--- src/rtl/id_scan_pkg.sv ---
// Shared definitions for the identifier scanner: FSM state encoding,
// character-class codes and the ASCII bounds used for classification.
package id_scan_pkg;

  // FSM state encoding; 2'b11 is unused and recovers to IDLE.
  localparam logic [1:0] ST_IDLE = 2'b00;
  localparam logic [1:0] ST_LET  = 2'b01;
  localparam logic [1:0] ST_DIG  = 2'b10;

  // Character-class codes produced by char_class.
  localparam logic [1:0] CLS_OTHER  = 2'b00;
  localparam logic [1:0] CLS_LETTER = 2'b01;
  localparam logic [1:0] CLS_DIGIT  = 2'b10;

  // ASCII bounds.
  localparam logic [7:0] UPPER_LO   = 8'h41;
  localparam logic [7:0] UPPER_HI   = 8'h5A;
  localparam logic [7:0] LOWER_LO   = 8'h61;
  localparam logic [7:0] LOWER_HI   = 8'h7A;
  localparam logic [7:0] DIGIT_LO   = 8'h30;
  localparam logic [7:0] DIGIT_HI   = 8'h39;
  localparam logic [7:0] UNDERSCORE = 8'h5F;

  // Trailing digit-run counter saturates at 15.
  localparam int         RUN_W   = 4;
  localparam logic [3:0] RUN_MAX = 4'd15;

  // Inclusive range test on an ASCII code.
  function automatic logic in_range(input logic [7:0] c,
                                    input logic [7:0] lo,
                                    input logic [7:0] hi);
    return (c >= lo) && (c <= hi);
  endfunction

endpackage

--- src/rtl/id_scan_char_class.sv ---
// Purely combinational classifier: ASCII byte -> LETTER / DIGIT / OTHER.
module char_class
  import id_scan_pkg::*;
#(
  parameter int ALLOW_UNDERSCORE = 0
) (
  input  logic [7:0] char,
  output logic [1:0] cls
);

  // Digits first, then letters (optionally including '_'), everything else OTHER.
  always_comb begin
    cls = CLS_OTHER;
    if (in_range(char, DIGIT_LO, DIGIT_HI)) begin
      cls = CLS_DIGIT;
    end else if (in_range(char, UPPER_LO, UPPER_HI) ||
                 in_range(char, LOWER_LO, LOWER_HI) ||
                 ((ALLOW_UNDERSCORE != 0) && (char == UNDERSCORE))) begin
      cls = CLS_LETTER;
    end
  end

endmodule

--- src/rtl/id_scan.sv ---
// Identifier scanner: tracks letter-led tokens in a character stream and
// flags those ending in a run of at least MIN_DIGITS digits.
//
// Input handshake: there is no ready; the DUT is always able to accept.
// A character is consumed on every rising edge where in_valid is high, and
// an edge with in_valid low leaves all state untouched. Every output is a
// register, so a consumed character is visible exactly one edge later.
module id_scan
  import id_scan_pkg::*;
#(
  parameter int LEN_W            = 8,
  parameter int CNT_W            = 16,
  parameter int MIN_DIGITS       = 1,
  parameter int ALLOW_UNDERSCORE = 0
) (
  input  logic             clk,
  input  logic             reset,
  input  logic             in_valid,
  input  logic [7:0]       char,
  output logic             out,
  output logic             tok_done,
  output logic [LEN_W-1:0] tok_len,
  output logic             tok_is_id,
  output logic [CNT_W-1:0] match_cnt,
  output logic [1:0]       dbg_state
);

  localparam logic [RUN_W-1:0] MIN_RUN = RUN_W'(MIN_DIGITS);
  localparam logic [LEN_W-1:0] LEN_MAX = '1;
  localparam logic [CNT_W-1:0] CNT_MAX = '1;

  logic [1:0]       cls;
  logic [1:0]       state_q, state_d;
  logic [RUN_W-1:0] run_q, run_d;
  logic [LEN_W-1:0] len_q, len_d;
  logic             out_q, out_d;
  logic             tok_done_q, tok_done_d;
  logic [LEN_W-1:0] tok_len_q, tok_len_d;
  logic             tok_is_id_q, tok_is_id_d;
  logic [CNT_W-1:0] match_q, match_d;

  char_class #(
    .ALLOW_UNDERSCORE(ALLOW_UNDERSCORE)
  ) u_char_class (
    .char(char),
    .cls (cls)
  );

  // Next-state: FSM, digit run, token length, termination report and match count.
  always_comb begin
    state_d     = state_q;
    run_d       = run_q;
    len_d       = len_q;
    out_d       = out_q;
    tok_done_d  = 1'b0;
    tok_len_d   = tok_len_q;
    tok_is_id_d = tok_is_id_q;
    match_d     = match_q;
    if (in_valid) begin
      case (state_q)
        ST_IDLE: begin
          // A leading digit or punctuation never opens a token.
          if (cls == CLS_LETTER) begin
            state_d = ST_LET;
            run_d   = '0;
            len_d   = LEN_W'(1);
          end
        end
        ST_LET, ST_DIG: begin
          case (cls)
            CLS_LETTER: begin
              state_d = ST_LET;
              run_d   = '0;
              len_d   = (len_q == LEN_MAX) ? len_q : len_q + LEN_W'(1);
            end
            CLS_DIGIT: begin
              state_d = ST_DIG;
              run_d   = (run_q == RUN_MAX) ? run_q : run_q + RUN_W'(1);
              len_d   = (len_q == LEN_MAX) ? len_q : len_q + LEN_W'(1);
            end
            default: begin
              // Terminator: report the token as it stood before this char.
              state_d     = ST_IDLE;
              tok_done_d  = 1'b1;
              tok_len_d   = len_q;
              tok_is_id_d = out_q;
              if (out_q && (match_q != CNT_MAX)) begin
                match_d = match_q + CNT_W'(1);
              end
            end
          endcase
        end
        default: state_d = ST_IDLE;
      endcase
      out_d = (state_d == ST_DIG) && (run_d >= MIN_RUN);
    end
  end

  // State registers with synchronous reset; reset discards any open token.
  always_ff @(posedge clk) begin
    if (reset) begin
      state_q     <= ST_IDLE;
      run_q       <= '0;
      len_q       <= '0;
      out_q       <= 1'b0;
      tok_done_q  <= 1'b0;
      tok_len_q   <= '0;
      tok_is_id_q <= 1'b0;
      match_q     <= '0;
    end else begin
      state_q     <= state_d;
      run_q       <= run_d;
      len_q       <= len_d;
      out_q       <= out_d;
      tok_done_q  <= tok_done_d;
      tok_len_q   <= tok_len_d;
      tok_is_id_q <= tok_is_id_d;
      match_q     <= match_d;
    end
  end

  assign out       = out_q;
  assign tok_done  = tok_done_q;
  assign tok_len   = tok_len_q;
  assign tok_is_id = tok_is_id_q;
  assign match_cnt = match_q;
  assign dbg_state = state_q;

endmodule

--- config.mk ---
export PLATFORM = sky130hd
export DESIGN_NAME = id_scan
export DESIGN_NICKNAME = d
export VERILOG_FILES = /design/src/rtl/id_scan_pkg.sv /design/src/rtl/id_scan_char_class.sv /design/src/rtl/id_scan.sv
export SDC_FILE = /design/constraint.sdc
export NUM_CORES = 1
export LEC_CHECK = 0
export BUFFER_PORTS_ARGS = -buffer_cell sky130_fd_sc_hd__buf_2
export CORE_ASPECT_RATIO = 1.4
export CORE_MARGIN = 1.5
export CORE_UTILIZATION = 62
export CTS_BUF_LIST = sky130_fd_sc_hd__clkbuf_4
export CTS_CLUSTER_DIAMETER = 120
export DETAILED_ROUTE_END_ITERATION = 10
export GPL_TIMING_DRIVEN = 1
export PLACE_DENSITY = 0.91
export SLEW_MARGIN = 20
export SYNTH_ARGS = -nofsm -noshare
export SYNTH_HDL_FRONTEND = slang
export SYNTH_SLANG_ARGS = --single-unit
--- constraint.sdc ---
create_clock -name clk -period 3.4 [get_ports clk]
set_input_delay 0.34 -clock clk [delete_from_list [all_inputs] [get_ports clk]]
set_output_delay 0.34 -clock clk [all_outputs]
set_load 0.05 [all_outputs]
==> metrics list <==
- The run finished with clean final reports.
- At the pin with the least slew margin, the transition time is 1070 ps.
- Vias in the first global route: 2283
* Count of nets left with antenna violations after detail routing: 0
- Number of port buffers: 39
- Compared with the post-synthesis result, the final layout area differs by 12.3%.
* RSZ-0062 raised after global routing: no
* Std-Cell Core Area: 3710 µm²
- Multi-input gate area: around 1500 µm²
* Vias after detailed routing: ~2400
* Post-synthesis instance area: 2430 µm²
- During synthesis, Yosys emitted a total of 0 warnings.
- Async set or reset register ratio after synthesis: 0%
* Number of hold-slack violations in the final timing report: 0
* Crit path time final: ~2800 ps
- For this run the aggregate overflow at the end of global routing stands at 0.
- Pin placement for this block handled 40 I/O pins.
- Sequential element share of the synthesized area: 33.7%
* Number of distinct library cells after synthesis: 60
- After clock tree synthesis, the flow added hold-fix buffers numbering 0.
- The die is around 56 µm wide.
* Clock sinks: 41
* 1st-iter DRT viols: 171
- Post-Route Setup TNS: 0 ps
* Residual DRC: 0
* Count of fill cells added during filler insertion: ~290
- Clock-pin slew was measured on the worst setup and hold paths at 130 ps.
- Half-perimeter wire length after placement: 4.10 mm
* Vias per cell: 6.71
- Initial antenna violation count: 0
* Placer Congestion: 0.933
* Fin Clk Skew: 11.3 ps
- STA classifies the critical path endpoint as a flip-flop.
- Max cap viols: 0
- Buffers inserted during clock tree synthesis total 5.
* FF/Latch Area: between 800 and 900 µm²
* Avg Synthesized Cell Area: approximately 8.7 µm²
- For the worst-skew pair, the clock arrives at the later sink with an insertion delay of 380 ps.
* Cell count after placement: 350
* Net count, final: roughly 330
* Endpoints failing setup: 0
* Post-Syn Instances: 281
- Total nets after synthesis: 297
* Critical path type: reg2reg
- Data required, critical path: 3680 ps
* Wire length of the first global-routing pass: 9.93 mm
- Across every metal layer, demand over resource in global routing totals 28.0%.
- First-pass DRT Iterations: 4
* Final routed wire length divided by cell count: 16.4 µm
* DIE HEIGHT: roughly 77 µm
* Post-detailed-placement cell area: 2630 µm²
- Dividing the final minimum period by the clock period gives 81.1%.
- Worst path arrival time: roughly 3000 ps
- In this run the tightest slew margin relative to its limit is approximately 29%.
- Once the clock tree was built, the resizer swapped 0 gates to a different size.
- Cell at the root of the clock tree: sky130_fd_sc_hd__clkbuf_4
- Final Non-Filler Cells: 358
- After floorplanning, the core was divided into 26 placement rows.
- Die Footprint: 4320 µm²
* Total Routed Length: 5.85 mm
* Max Fanout on Critical Path: 35
- Counting along the longest clock path gives a buffer depth of 2.
- The number of max-slew violations in the final report came to 0.
- Dividing total power by cell area gives a power density of between 300 and 400 nW/µm².
- Leakage power: 1.13 nW
* Initial Util: 65.6%
- Layout Cell Area excl Fill: about 2700 µm²
* Synthesis-stage register bit count: 41
* Number of synthesized flops with an enable pin: 0
- Largest net degree at the start of global routing: 36
- Static timing analysis puts the maximum clock frequency at between 0.3 and 0.4 GHz.
- Worst min-delay path class: in2reg
* Buffers inserted during post-CTS setup optimization: 0
- H-tree depth: 2
- VDD sags by at most 0.375 mV.
- Most frequently used flop master after synthesis: sky130_fd_sc_hd__dfxtp_1
- ANT cells: 0
- Critical Path Start Type: flip-flop
* Fraction of final layout cells with drive strength greater than 1: 20.6%
* TritonCTS clock tree: yes
==> per-layer routing <==
metal,up-vias,wire length (µm),track usage (%)
met5,-,0,0
met4,0,136,13.8
met3,15,344,5.73
met2,90,3010,50.4
met1,1150,2370,30.8
li1,1147,-,-
==> logic make-up (layout without fill, tap and decap cells) <==
logic type | count (synthesis) | count (layout) | synth area share, %
AO/OA/AOI/OAI | 75 | 75 | 23.4
multiplexers | 18 | 18 | 7.66
AND/OR/NAND/NOR | 121 | 121 | 28.7
adder cells (fa/ha/maj) | 5 | 5 | 2.57
flip-flops | 41 | 41 | 33.7
buffers and inverters | 21 | 56 | 3.96
==> through the flow <==
stage / power [mW] / utilization [%] / hold WS [ps] / setup WS, ps
6_report: 0.994 / 73.7 / 277 / 644
4_1_cts: 0.994 / 73.7 / 273 / 657
3_3_place_gp: 0.592 / 70.8 / 468 / 805
2_1_floorplan: 0.570 / - / 455 / 722
5_1_grt: 1.02 / 73.7 / 291 / 534
3_5_place_dp: 0.594 / 70.8 / 480 / 708
==> flip-flops by register name, indices dropped and copies added, names as in the netlist <==
signal,count
len_q,8
out,1
match_cnt,16
tok_done,1
tok_len,8
run_q,4
tok_is_id,1
dbg_state,2
==> synthesized netlist by cell type, drive strengths merged, types with 2 or more instances <==
library cell  number  area, µm²
a21oi             16       80.1
nand4             10       62.6
nor2              21       78.8
a21boi             2       15.0
or4                8       63.8
buf                4       32.5
dfxtp             41        821
a31oi              4       40.0
mux2i             13        130
ha                 5       62.6
clkbuf            10       37.5
nor2b              7       43.8
o21a               4       30.0
nand2b             7       43.8
o22ai              3       32.5
or3                4       25.0
o211ai             4       43.8
a211oi             3       22.5
nor3               8       40.0
a32oi              2       17.5
mux2               5       56.3
o211a              2       20.0
a2bb2oi            2       17.5
and4               2       17.5
nand2             18       67.6
and2               3       18.8
nor4               7       73.8
nand3             14       70.1
o21ai             12       60.1
inv                6       22.5
o31ai              8       60.1
and3               5       31.3
a31o               2       17.5
o31a               3       26.3
==> area by class of cell <==
type / instances / share of cell area (%)
Clock buffer: 5 / 1.37
Clock inverter: 3 / 2.52
Inverter: 7 / 0.962
Multi-Input combinational cell: 219 / 55.5
Sequential cell: 41 / 30.0
Tap cell: 42 / 1.92
Timing Repair Buffer: 41 / 7.69
==> power breakdown <==
| part | internal, mW | leakage [nW] | switching, mW |
|---|---|---|---|
| Combinational | 0.0302 | 0.742 | 0.0696 |
| Clock | 0.231 | 0.0558 | 0.178 |
| Sequential | 0.483 | 0.330 | 0.00304 |
==> cells in the final DEF (no fill, tap or decap), types with 8 or more instances in the layout <==
cell / netlist / routed
sky130_fd_sc_hd__a21oi_1: 16 / 16
sky130_fd_sc_hd__dfxtp_1: 41 / 41
sky130_fd_sc_hd__o31ai_1: 8 / 8
sky130_fd_sc_hd__nor3_1: 8 / 8
sky130_fd_sc_hd__nand3_1: 14 / 14
sky130_fd_sc_hd__nor2_1: 21 / 21
sky130_fd_sc_hd__o21ai_0: 10 / 10
sky130_fd_sc_hd__nand2_1: 18 / 18
sky130_fd_sc_hd__buf_2: 2 / 39
sky130_fd_sc_hd__mux2i_1: 13 / 13
sky130_fd_sc_hd__nand4_1: 10 / 10
==> critical path, stage by stage, from the launching register on <==
cell                       delay [ps]
sky130_fd_sc_hd__dfxtp_1          450
sky130_fd_sc_hd__inv_1             70
sky130_fd_sc_hd__ha_1             400
sky130_fd_sc_hd__inv_1            120
sky130_fd_sc_hd__a21oi_1          320
sky130_fd_sc_hd__o211ai_4         430
sky130_fd_sc_hd__nor3b_1          480
sky130_fd_sc_hd__mux2_2           380
==> final timing paths <==
| kind | from | to | slack (ps) | cells past startpoint |
|---|---|---|---|---|
| worst max-delay path | dbg_state[0] | match_cnt[0] | 640 | 7 |
| worst min-delay path | in_valid | run_q[1] | 280 | 3 |
| worst max register to register | dbg_state[0] | match_cnt[0] | 640 | 7 |
| worst min register to register | len_q[7] | len_q[7] | 500 | 2 |
(Power assumes the default switching activity.)
